<file path="src/rtl/cpu_if_arbiter.sv">
// N:1 CPU-bus arbiter: round-robin grant, one transaction in flight, per-port
// response routing, and a grant-to-completion timeout that returns an error.
module cpu_if_arbiter #(
    parameter int NUM_PORTS      = 4,
    parameter int ADDR_WIDTH     = 32,
    parameter int DATA_WIDTH     = 32,
    parameter int TIMEOUT_CYCLES = 1024
) (
    input  logic                             cpu_clk,
    input  logic                             cpu_reset,
    input  logic [NUM_PORTS-1:0]             cpu_s_write,
    input  logic [NUM_PORTS-1:0]             cpu_s_read,
    input  logic [NUM_PORTS*ADDR_WIDTH-1:0]  cpu_s_address,
    input  logic [NUM_PORTS*DATA_WIDTH-1:0]  cpu_s_write_data,
    output logic [NUM_PORTS*DATA_WIDTH-1:0]  cpu_s_read_data,
    output logic [NUM_PORTS-1:0]             cpu_s_access_ready,
    output logic [NUM_PORTS-1:0]             cpu_s_access_complete,
    output logic [NUM_PORTS-1:0]             cpu_s_access_error,
    output logic                             cpu_m_write,
    output logic                             cpu_m_read,
    output logic [ADDR_WIDTH-1:0]            cpu_m_address,
    output logic [DATA_WIDTH-1:0]            cpu_m_write_data,
    input  logic [DATA_WIDTH-1:0]            cpu_m_read_data,
    input  logic                             cpu_m_access_ready,
    input  logic                             cpu_m_access_complete,
    output logic [1:0]                       o_dbg_state
);

    localparam int PW = (NUM_PORTS > 1) ? $clog2(NUM_PORTS) : 1;
    localparam int CW = (TIMEOUT_CYCLES > 0) ? $clog2(TIMEOUT_CYCLES + 1) : 1;

    typedef enum logic [1:0] {
        S_IDLE = 2'd0,
        S_REQ  = 2'd1,
        S_WAIT = 2'd2,
        S_RESP = 2'd3
    } state_t;

    state_t                r_state;
    state_t                w_state_next;
    logic [PW-1:0]         r_rr;
    logic [PW-1:0]         r_grant;
    logic                  r_write;
    logic [ADDR_WIDTH-1:0] r_addr;
    logic [DATA_WIDTH-1:0] r_wdata;
    logic                  r_err;
    logic [CW-1:0]         r_count;
    logic [DATA_WIDTH-1:0] r_rdata [NUM_PORTS];

    logic [NUM_PORTS-1:0]  w_req;
    logic [ADDR_WIDTH-1:0] w_s_addr  [NUM_PORTS];
    logic [DATA_WIDTH-1:0] w_s_wdata [NUM_PORTS];
    logic                  w_found;
    logic [PW-1:0]         w_gnt;
    int                    w_idx;
    logic                  w_expire;
    logic                  w_to_resp;
    logic                  w_resp_err;
    logic [NUM_PORTS-1:0]  w_gnt_oh;
    logic [NUM_PORTS-1:0]  w_resp_oh;

    assign w_req = cpu_s_write | cpu_s_read;

    always_comb begin
        for (int p = 0; p < NUM_PORTS; p++) begin
            w_s_addr[p]  = cpu_s_address[p*ADDR_WIDTH +: ADDR_WIDTH];
            w_s_wdata[p] = cpu_s_write_data[p*DATA_WIDTH +: DATA_WIDTH];
            cpu_s_read_data[p*DATA_WIDTH +: DATA_WIDTH] = r_rdata[p];
        end
    end

    // First requester at or after the round-robin pointer, wrapping past the top port.
    always_comb begin
        w_found = 1'b0;
        w_gnt   = '0;
        w_idx   = 0;
        for (int i = 0; i < NUM_PORTS; i++) begin
            w_idx = int'(r_rr) + i;
            if (w_idx >= NUM_PORTS) w_idx = w_idx - NUM_PORTS;
            if (!w_found && w_req[w_idx]) begin
                w_found = 1'b1;
                w_gnt   = PW'(w_idx);
            end
        end
    end

    // The grant cycle counts toward the budget, so the error completion lands
    // exactly TIMEOUT_CYCLES cycles after the grant.
    always_comb begin
        if (TIMEOUT_CYCLES == 0) w_expire = 1'b0;
        else                     w_expire = (int'(r_count) + 1 >= TIMEOUT_CYCLES - 1);
    end

    always_comb begin
        w_state_next = r_state;
        w_to_resp    = 1'b0;
        w_resp_err   = 1'b0;
        case (r_state)
            S_IDLE: if (w_found) w_state_next = S_REQ;
            S_REQ: begin
                if (cpu_m_access_ready && cpu_m_access_complete) begin
                    w_state_next = S_RESP;
                    w_to_resp    = 1'b1;
                end else if (w_expire) begin
                    w_state_next = S_RESP;
                    w_to_resp    = 1'b1;
                    w_resp_err   = 1'b1;
                end else if (cpu_m_access_ready) begin
                    w_state_next = S_WAIT;
                end
            end
            S_WAIT: begin
                if (cpu_m_access_complete) begin
                    w_state_next = S_RESP;
                    w_to_resp    = 1'b1;
                end else if (w_expire) begin
                    w_state_next = S_RESP;
                    w_to_resp    = 1'b1;
                    w_resp_err   = 1'b1;
                end
            end
            S_RESP:  w_state_next = S_IDLE;
            default: w_state_next = S_IDLE;
        endcase
    end

    always_ff @(posedge cpu_clk or posedge cpu_reset) begin
        if (cpu_reset) r_state <= S_IDLE;
        else           r_state <= w_state_next;
    end

    always_ff @(posedge cpu_clk or posedge cpu_reset) begin
        if (cpu_reset) begin
            r_rr    <= '0;
            r_grant <= '0;
            r_write <= 1'b0;
            r_addr  <= '0;
            r_wdata <= '0;
            r_err   <= 1'b0;
            r_count <= '0;
            for (int p = 0; p < NUM_PORTS; p++) r_rdata[p] <= '0;
        end else begin
            if (r_state == S_IDLE && w_found) begin
                r_grant <= w_gnt;
                r_write <= cpu_s_write[w_gnt];
                r_addr  <= w_s_addr[w_gnt];
                r_wdata <= w_s_wdata[w_gnt];
                r_rr    <= (w_gnt == PW'(NUM_PORTS - 1)) ? '0 : w_gnt + 1'b1;
                r_count <= '0;
            end else if ((r_state == S_REQ || r_state == S_WAIT) && r_count != {CW{1'b1}}) begin
                r_count <= r_count + 1'b1;
            end
            if (w_to_resp) begin
                r_err            <= w_resp_err;
                r_rdata[r_grant] <= w_resp_err ? '0 : cpu_m_read_data;
            end
        end
    end

    assign w_gnt_oh  = {{(NUM_PORTS-1){1'b0}}, 1'b1} << w_gnt;
    assign w_resp_oh = {{(NUM_PORTS-1){1'b0}}, 1'b1} << r_grant;

    // Ready is combinational in the grant cycle; masked while reset is held.
    assign cpu_s_access_ready    = (r_state == S_IDLE && w_found && !cpu_reset) ? w_gnt_oh : '0;
    assign cpu_s_access_complete = (r_state == S_RESP) ? w_resp_oh : '0;
    assign cpu_s_access_error    = cpu_s_access_complete & {NUM_PORTS{r_err}};
    assign cpu_m_write           = (r_state == S_REQ) &  r_write;
    assign cpu_m_read            = (r_state == S_REQ) & ~r_write;
    assign cpu_m_address         = r_addr;
    assign cpu_m_write_data      = r_wdata;
    assign o_dbg_state           = r_state;

endmodule

</file>
<file path="config.mk">
export PLATFORM = sky130hd
export DESIGN_NAME = cpu_if_arbiter
export DESIGN_NICKNAME = d
export VERILOG_FILES = /design/src/rtl/cpu_if_arbiter.sv
export SDC_FILE = /design/constraint.sdc
export NUM_CORES = 1
export LEC_CHECK = 0
export CAP_MARGIN = 20
export CORE_AREA = 2 2 196 198
export DETAILED_ROUTE_END_ITERATION = 16
export DIE_AREA = 0 0 198 200
export PLACE_DENSITY_LB_ADDON = 0.1
export REMOVE_ABC_BUFFERS = 1
export SLEW_MARGIN = 10
export SYNTH_ARGS = -nofsm -noshare
export SYNTH_HDL_FRONTEND = slang
export SYNTH_SLANG_ARGS = --single-unit
</file>
<file path="constraint.sdc">
create_clock -name cpu_clk -period 6.3 [get_ports cpu_clk]
set_input_delay 0.63 -clock cpu_clk [delete_from_list [all_inputs] [get_ports cpu_clk]]
set_output_delay 0.63 -clock cpu_clk [all_outputs]
set_load 0.01 [all_outputs]
</file>
* After elaboration in Yosys (flattened, before gate mapping)
Index checks and enable logic that the tools add are counted.
** Word-level totals
- Input bits :: 300
- Word-level logic and storage cells :: 123
- Output and inout port bits :: 208
- Flip-flop bits (word level) :: 211
** Operators by class
- Add/sub/neg operators :: 10
- Eq/ne operators :: 8
- Muxes and demuxes :: 55
- Shift operators :: 2
- Reduce and logical (&&, ||, !) cells :: 16
- Bitwise gates (word level) :: 7
- Magnitude comparators :: 13
** Operators by type and width (count)
- two-way mux 32 bit :: 10
- binary-select mux 32 bit (select 2 bit) :: 2
- bitwise mux 128 bit :: 1
- less-than comparator 32 x 4 -> 1 bit, second input constant :: 4
- demux 32 bit (select 2 bit) :: 1
- two-way mux 11 bit :: 2
- two-way mux 2 bit :: 11
- two-way mux 1 bit :: 18
- >= comparator 3 bit, second input constant :: 5
- adder 11 x 1 -> 12 bit, second input constant :: 1
- >= comparator 12 x 10 -> 1 bit, second input constant :: 1
- subtractor 3 x 3 -> 4 bit, second input constant :: 3
- adder 11 x 1 -> 11 bit, second input constant :: 1
- != test 11 bit, second input constant :: 1
- binary-select mux 1 bit (select 2 bit) :: 5
- logical AND 1 bit :: 8
- two-way mux 4 bit :: 2
- case mux 2 bit (4 select lines) :: 1
- << shifter 1 x 2 -> 4 bit, first input constant :: 2
- adder 2 x 2 -> 3 bit, second input constant :: 2
- == test 2 bit, second input constant :: 3
- inverter 2 -> 3 bit :: 2
- AND 4 bit :: 1
- zero test 1 bit :: 4
- other kinds (18) :: 20

* Longest topological paths before layout
Gate-level depths: netlist of the first run.
- Depth after elaboration :: 19
- Gate-level depth with buffers :: 9
- Depth with buffers taken out :: 7

* Worst setup path after synthesis of the first run
OpenSTA, ideal clock, no wires.
- Path type :: input port to output port
- Start point :: input cpu_reset
- End point :: output cpu_s_access_ready[2]
- Path slack :: -0.042 ns
- Arrival :: 5.712 ns
- Buffers on the path :: 0
- Stages :: 2
- Required time :: 5.670 ns
- Path through :: inv_1 -> and3_1
** Between the ends
- Word-level cells in the longest chain between the ends :: 3
** RTL lines
- start: declaration :: RTL line 10 : input logic cpu_reset,
- zero test 1 bit :: RTL line 164 : assign cpu_s_access_ready = (r_state == S_IDLE && w_found && !cpu_reset) ? w_gnt_oh : '0;
- logical AND 1 bit :: RTL line 164
- two-way mux 4 bit :: RTL line 164
- end: declaration :: RTL line 16 : output logic [NUM_PORTS-1:0] cpu_s_access_ready,
No other way between the ends.

* Final worst setup path of the first run
- Start point :: input cpu_s_write[1]
- End point :: output cpu_s_access_ready[3]
** Between the ends
- Word-level cells in the longest chain between the ends :: 17
- Elaborated cells between the ends (all ways) :: 31
- Classes of those cells :: shift: 1; mux: 21; bitwise: 1; reduce/logical: 8
** RTL lines
- start: declaration :: RTL line 11 : input logic [NUM_PORTS-1:0] cpu_s_write,
- bitwise OR 4 bit (*) :: RTL line 62 : assign w_req = cpu_s_write | cpu_s_read;
- binary-select mux 1 bit (select 2 bit) :: RTL line 80 : if (!w_found && w_req[w_idx]) begin
- two-way mux 1 bit (not written as such) (2 in a row) :: RTL line 80
- two-way mux 1 bit :: RTL line 80
- zero test 1 bit :: RTL line 80
- logical AND 1 bit :: RTL line 80
- two-way mux 1 bit :: RTL line 80
- zero test 1 bit :: RTL line 80
- logical AND 1 bit :: RTL line 80
- two-way mux 1 bit :: RTL line 80
- zero test 1 bit :: RTL line 80
- logical AND 1 bit :: RTL line 80
- two-way mux 1 bit :: RTL line 80
- logical AND 1 bit (2 in a row) :: RTL line 164
- two-way mux 4 bit (*) :: RTL line 164
Mark *: on every way between the ends. The rest lies on a longest branch, timed or not. The select of a mux whose other input is x is not followed.

==> results of run 1 <==
-- worst max-delay path, delay by kind of cell --
kind                     cells  cell delay (ns)
adder cells (fa/ha/maj)      1             0.26
AND/OR/NAND/NOR              2             0.50
AO/OA/AOI/OAI                2             0.43
buffers and inverters        3             1.47
-- final timing paths --
| kind | start | endpoint | slack [ns] | cells past startpoint |
|---|---|---|---|---|
| min | cpu_m_address[7] | cpu_m_address[7] | 0.47 | 2 |
| min reg2reg | cpu_m_address[7] | cpu_m_address[7] | 0.47 | 2 |
| min in group asynchronous | cpu_reset | cpu_m_address[31] | 0.56 | 2 |
| max in group asynchronous | cpu_reset | cpu_s_read_data[48] | 4.51 | 3 |
| max reg2reg | r_count[0] | cpu_s_read_data[90] | 2.98 | 8 |
| max | cpu_s_write[1] | cpu_s_access_ready[3] | 2.35 | 8 |
-- layer usage --
layer	routed length (um)	vias to the layer above	GRT usage (%)	part of all wire (%)
met4	1020	0	6.27	2.6
li1	-	4464	-	-
met3	3310	48	6.49	8.5
met2	19100	298	32.4	49
met1	15600	4230	22.7	40
met5	0	-	0	0
-- cells in the final DEF, fill, tap and decap left out, types with 4 or more instances in the layout --
cell and count:
clkdlybuf4s50_1 507, mux2i_1 260, dfrtp_1 211, inv_1 140
o21ai_0 90, nand2_1 75, mux2_2 67, nor2_1 29
clkbuf_16 27, o21ai_1 12, buf_4 12, ha_1 11
a21oi_1 9, diode_2 7, nand3_1 6, xnor2_1 6
and3_1 5, clkbuf_8 5, nor2b_1 4, xor2_1 4
a311oi_4 4, nand2b_1 4, bufinv_16 4
-- cells by family (layout without fill, tap and decap cells) --
kind of cell,after synthesis,after routing
other,0,7
adder cells (fa/ha/maj),11,11
AND/OR/NAND/NOR,138,138
multiplexers,327,327
XOR/XNOR,10,10
buffers and inverters,199,709
AO/OA/AOI/OAI,135,135
flip-flops,211,211
-- cell type report --
class	instances	area, sq um
clock buffers	35	756
flip-flops and latches	211	5280
multi-input cells	621	5080
inverters	142	541
diodes	7	17.5
repair buffers	520	5180
clock inverters	12	176
well taps	511	639
fillers	3572	19700
-- where the power goes --
| part | total (mW) | switching [mW] | internal, mW |
|---|---|---|---|
| Sequential | 2.42 | 0.392 | 2.03 |
| Combinational | 4.25 | 2.03 | 2.22 |
| Clock | 1.62 | 0.619 | 1.00 |
| Total | 8.30 | 3.05 | 5.25 |
-- registers in the layout, indices dropped and copies added (netlist names) --
register and cells:
cpu_m_address 32, cpu_m_write_data 32, cpu_s_read_data 128, o_dbg_state 2
r_count 11, r_err 1, r_grant 2, r_rr 2
r_write 1
==> flow_metrics.env, run 1 <==
export IMPL_layout_drive_gt1_share_pct=9.21
export IMPL_synth_top_cell_area_share_pct=47.3
export IMPL_routed_wl_um=39100
export IMPL_drt_iter0_drc=310
export IMPL_ir_worst_vdd_mv=0.216
export IMPL_cp_start_kind="input pin"
export IMPL_endpoint_kind="output port"
export IMPL_clockRootBuffer="clkbuf_16"
export IMPL_cp_common_cell="clkdlybuf4s50_1"
export IMPL_final_nets=1833
export IMPL_synth_top_cells_by_area="dfrtp_1, mux2i_1, mux2_2"
export IMPL_synth_top_family_by_area="multiplexers"
export IMPL_coreArea_sq_um=37400
export IMPL_holdWs_ns=0.474
export IMPL_synth_cell_type_count=47
export IMPL_cts_hold_buf=0
export IMPL_cts_tree="built"
export IMPL_critPathMaxFanout=33
export IMPL_grt_pass1_wl_um=57500
export IMPL_synth_xor_area_share_pct=0.784
export IMPL_synth_commonest_cells="mux2i_1, dfrtp_1, inv_1"
export IMPL_synthesis_area_sq_um=11200
export IMPL_synth_top_area_cell="dfrtp_1"
export IMPL_report_final_slew_viol_count=0
export IMPL_ctsResizeCount=0
export IMPL_grt_setup_unrepaired="no"
export IMPL_hold_violations=0
export IMPL_pwr_density_cell_nw_per_um2=470
export IMPL_syn_to_final_growth_pct=58.3
export IMPL_ant_nets=0
export IMPL_dr_total_vias=9040
export IMPL_drc=0
export IMPL_die_h_um=200
export IMPL_pre_cts_ws_ns=2.31
export IMPL_synth_most_common_cell="mux2i_1"
export IMPL_path_clk_slew_ns=0.06
export IMPL_path_class="in2out"
export IMPL_worst_endpoint_arrival_ns=3.32
export IMPL_insertion_delay_ns=0.54
export IMPL_drv_cap=0
export IMPL_die_width_um=198
export IMPL_dieArea_sq_um=39600
export IMPL_cts_buffers=26
export IMPL_cts_setup_buffers=0
export IMPL_first_global_vias=9480
export IMPL_synth_compound_area_share_pct=7.41
export IMPL_fin_area_sq_um=17700
export IMPL_wire_per_inst_um=19.0
export IMPL_async_flop_share_pct=100
export IMPL_setup_viol=0
export IMPL_syn_instance_count=1031
export IMPL_vias_per_cell=4.39
export IMPL_max_stage_delay_ns=0.59
export IMPL_hold_class="reg2reg"
export IMPL_place_hpwl_um=28900
export IMPL_cts_sinks=211
export IMPL_synth_area_per_cell_sq_um=10.8
export IMPL_ys_flop_type="dfrtp_1"
export IMPL_grt_overflow_total=0
export IMPL_p_total_mw=8.30
export IMPL_postPlaceCellArea_sq_um=16700
export IMPL_synthMuxAreaShare_pct=30.1
export IMPL_period_minus_slack_ns=3.95
export IMPL_yosys_area_share_simple_pct=5.56
export IMPL_grt_max_degree=132
export IMPL_rows=71
export IMPL_antenna_found_initial=7
export IMPL_ys_ff_latch=211
export IMPL_power_leakage_nw=7.73
export IMPL_start_util_pct=29.9
export IMPL_clockBufferDepth=3
export IMPL_critical_path_required_ns=5.67
export IMPL_synth_adder_area_share_pct=1.23
export IMPL_fin_ws_ns=2.35
export IMPL_gp_congestion=0.787
export IMPL_synth_enable_flop_cells=0
export IMPL_finalClockSkew_ns=0.0181
export IMPL_tns_ns=0
export IMPL_first_pass_iters=4
export IMPL_ys_seq_area_share_pct=47.3
export IMPL_stdcell_count=2059
export IMPL_cts_htree_levels=1
export IMPL_tightestPinTransition_ns=0.987
export IMPL_maxSlewHeadroom_pct=34.2
export IMPL_grt_usage_pct=19.1
export IMPL_path_cells="clkdlybuf4s50_1, nor2_1, o21ai_0, a21oi_4, buf_4, ha_1, and3_1, clkdlybuf4s50_1"
export IMPL_cp_slowest_cell="clkdlybuf4s50_1"
export IMPL_fin_util_pct=47.3
export IMPL_fin_crit_sh_pct=62.7
export IMPL_outcome="completed"
export IMPL_io_buffers=507
export IMPL_yosys_warnings=0
export IMPL_io_pins=508
export IMPL_dp_cells=2005
export IMPL_fmax_mhz=253
Note: power is estimated with default switching activity, not from simulation.
==> run 2: changes to the inputs <==
- CORE_AREA: 2 2 196 198 -> 2 2 197 199
- DIE_AREA: 0 0 198 200 -> 0 0 199 201
- clock period: 6.3 -> 3.65 ns (I/O delays scaled with it)
==> flow_metrics.env, run 2 (synthesized netlist as in run 1, its figures left out) <==
export IMPL_die_h_um=201
export IMPL_finalClockSkew_ns=0.0116
export IMPL_fillerInstances=3616
export IMPL_clkPwrFrac_pct=17.2
export IMPL_worst_endpoint_arrival_ns=2.75
export IMPL_cts_tree="built"
export IMPL_drc=0
export IMPL_drv_cap=0
export IMPL_final_nets=1836
export IMPL_io_pins=508
export IMPL_ir_worst_vdd_mv=0.325
export IMPL_layout_drive_gt1_share_pct=9.02
export IMPL_dr_total_vias=9118
export IMPL_clockRootBuffer="clkbuf_16"
export IMPL_p_total_mw=14.0
export IMPL_cp_slowest_cell="clkdlybuf4s50_1"
export IMPL_syn_to_final_growth_pct=58.3
export IMPL_maxSlewHeadroom_pct=41.2
export IMPL_report_final_slew_viol_count=0
export IMPL_cts_sinks=211
export IMPL_insertion_delay_ns=0.52
export IMPL_routed_wl_um=38700
export IMPL_critical_path_required_ns=3.28
export IMPL_final_cell_mix="clkdlybuf4s50_1, mux2i_1, dfrtp_1"
export IMPL_period_minus_slack_ns=3.11
export IMPL_fin_crit_sh_pct=85.2
export IMPL_rows=72
export IMPL_pre_cts_ws_ns=0.478
export IMPL_outcome="completed"
export IMPL_seqPwrFrac_pct=29.8
export IMPL_gp_congestion=0.810
export IMPL_cp_start_kind="input pin"
export IMPL_crit_family="buffers and inverters"
export IMPL_pwr_density_cell_nw_per_um2=792
export IMPL_wire_per_inst_um=18.8
export IMPL_critPathBufInv=2
export IMPL_final_common_cell="clkdlybuf4s50_1"
export IMPL_ant_nets=0
export IMPL_pwr_share_comb_pct=53.1
export IMPL_dieArea_sq_um=40000
export IMPL_hold_class="in2async"
export IMPL_io_buffers=507
export IMPL_grt_setup_unrepaired="no"
export IMPL_path_clk_slew_ns=0.06
export IMPL_cts_htree_levels=1
export IMPL_clockBufferDepth=3
export IMPL_grt_max_degree=127
export IMPL_vias_per_cell=4.42
export IMPL_cp_common_cell="clkdlybuf4s50_1"
export IMPL_coreArea_sq_um=38100
export IMPL_path_class="in2out"
export IMPL_max_stage_delay_ns=0.59
export IMPL_regArea_sq_um=5280
export IMPL_p_sw_mw=5.17
export IMPL_swShare_pct=36.9
export IMPL_critPathMaxFanout=7
export IMPL_cts_setup_buffers=0
export IMPL_path_cells="clkdlybuf4s50_1, nor2_1, o21ai_0, a21oi_4, ha_1, and3_1, clkdlybuf4s50_1"
export IMPL_grt_usage_pct=18.9
export IMPL_endpoint_kind="output port"
export IMPL_fin_ws_ns=0.539
export IMPL_first_pass_iters=6
export IMPL_place_hpwl_um=28200
export IMPL_start_util_pct=29.3
export IMPL_drt_iter0_drc=274
export IMPL_fmax_mhz=321
export IMPL_antenna_found_initial=3
export IMPL_cts_buffers=25
export IMPL_power_leakage_nw=7.73
export IMPL_setup_viol=0
export IMPL_cts_hold_buf=0
export IMPL_hold_violations=0
export IMPL_grt_overflow_total=0
export IMPL_grt_pass1_wl_um=58100
export IMPL_internal_power_mw=8.84
export IMPL_die_width_um=199
export IMPL_largest_reg_flops=128
export IMPL_tightestPinTransition_ns=0.882
export IMPL_ctsResizeCount=0
export IMPL_first_global_vias=9664
export IMPL_multi_input_area_sq_um=5080
-- run 2: changes by cell type in the layout (fill, tap and decap cells not counted), moves of 2 or more --
cell | before | now
clkinvlp_4 | 2 | 0
buf_12 | 1 | 12
buf_4 | 12 | 5
clkbuf_16 | 27 | 25
clkinv_2 | 3 | 6
clkbuf_1 | 3 | 6
clkinv_4 | 3 | 1
diode_2 | 7 | 3
bufinv_16 | 4 | 1
-- run 2: area by class of cell --
type,instances,area share [%]
clock inverter,8,0.389
timing repair buffer,524,30.3
antenna,3,0.0425
clock buffer,35,3.98
tap,518,3.67
sequential,211,29.9
multi-input combinational,621,28.7
inverter,142,3.06
-- run 2: final timing paths --
kind / endpoint / slack (ns) / startpoint / cells after the start
worst max-delay path: cpu_s_access_ready[3] / 0.54 / cpu_s_write[1] / 7
max in group asynchronous: cpu_s_read_data[62] / 2.30 / cpu_reset / 3
worst min register to register: cpu_m_address[3] / 0.48 / cpu_m_address[3] / 2
worst min-delay path: cpu_m_write_data[4] / 0.22 / cpu_reset / 2
worst max register to register: cpu_s_read_data[85] / 0.68 / r_count[0] / 8
min in group cpu_clk: cpu_m_address[3] / 0.48 / cpu_m_address[3] / 2
-- run 2: routing by layer --
layer	GRT usage, %	vias up	routed length [um]
li1	-	4470	-
met1	22.2	4309	15500
met2	33.4	306	19100
met3	6.40	33	3410
met4	4.08	0	631
met5	0	-	0
-- run 2: power groups by stage --
| stage | Clock (mW) | Combinational, mW | Sequential (mW) |
|---|---|---|---|
| 4_1_cts | 2.50 | 7.58 | 4.19 |
| 3_5_place_dp | 0 | 7.55 | 4.19 |
| 2_1_floorplan | 0 | 3.14 | 4.66 |
| 6_report | 2.40 | 7.43 | 4.17 |
| 5_1_grt | 2.59 | 8.12 | 4.35 |
| 3_3_place_gp | 0 | 7.51 | 4.18 |
-- run 2: through the flow --
step / util [%] / instances / instance area [sq um] / hold slack, ns / setup TNS [ns]
floorplan: - / 974 / 10800 / 0.463 / -1066.88
global placement: 44.3 / 2016 / 16900 / 0.461 / 0
detailed placement: 44.3 / 2016 / 16900 / 0.470 / 0
CTS: 46.4 / 2059 / 17700 / 0.207 / 0
global route: 46.4 / 2062 / 17700 / 0.236 / 0
finish: 46.4 / 2062 / 17700 / 0.217 / 0
==> run 3: changes to the inputs <==
- SKIP_LAST_GASP: not set -> 1
==> results of run 3 <==
Same layout as run 2: the final DEF is identical, and so are final timing and power.
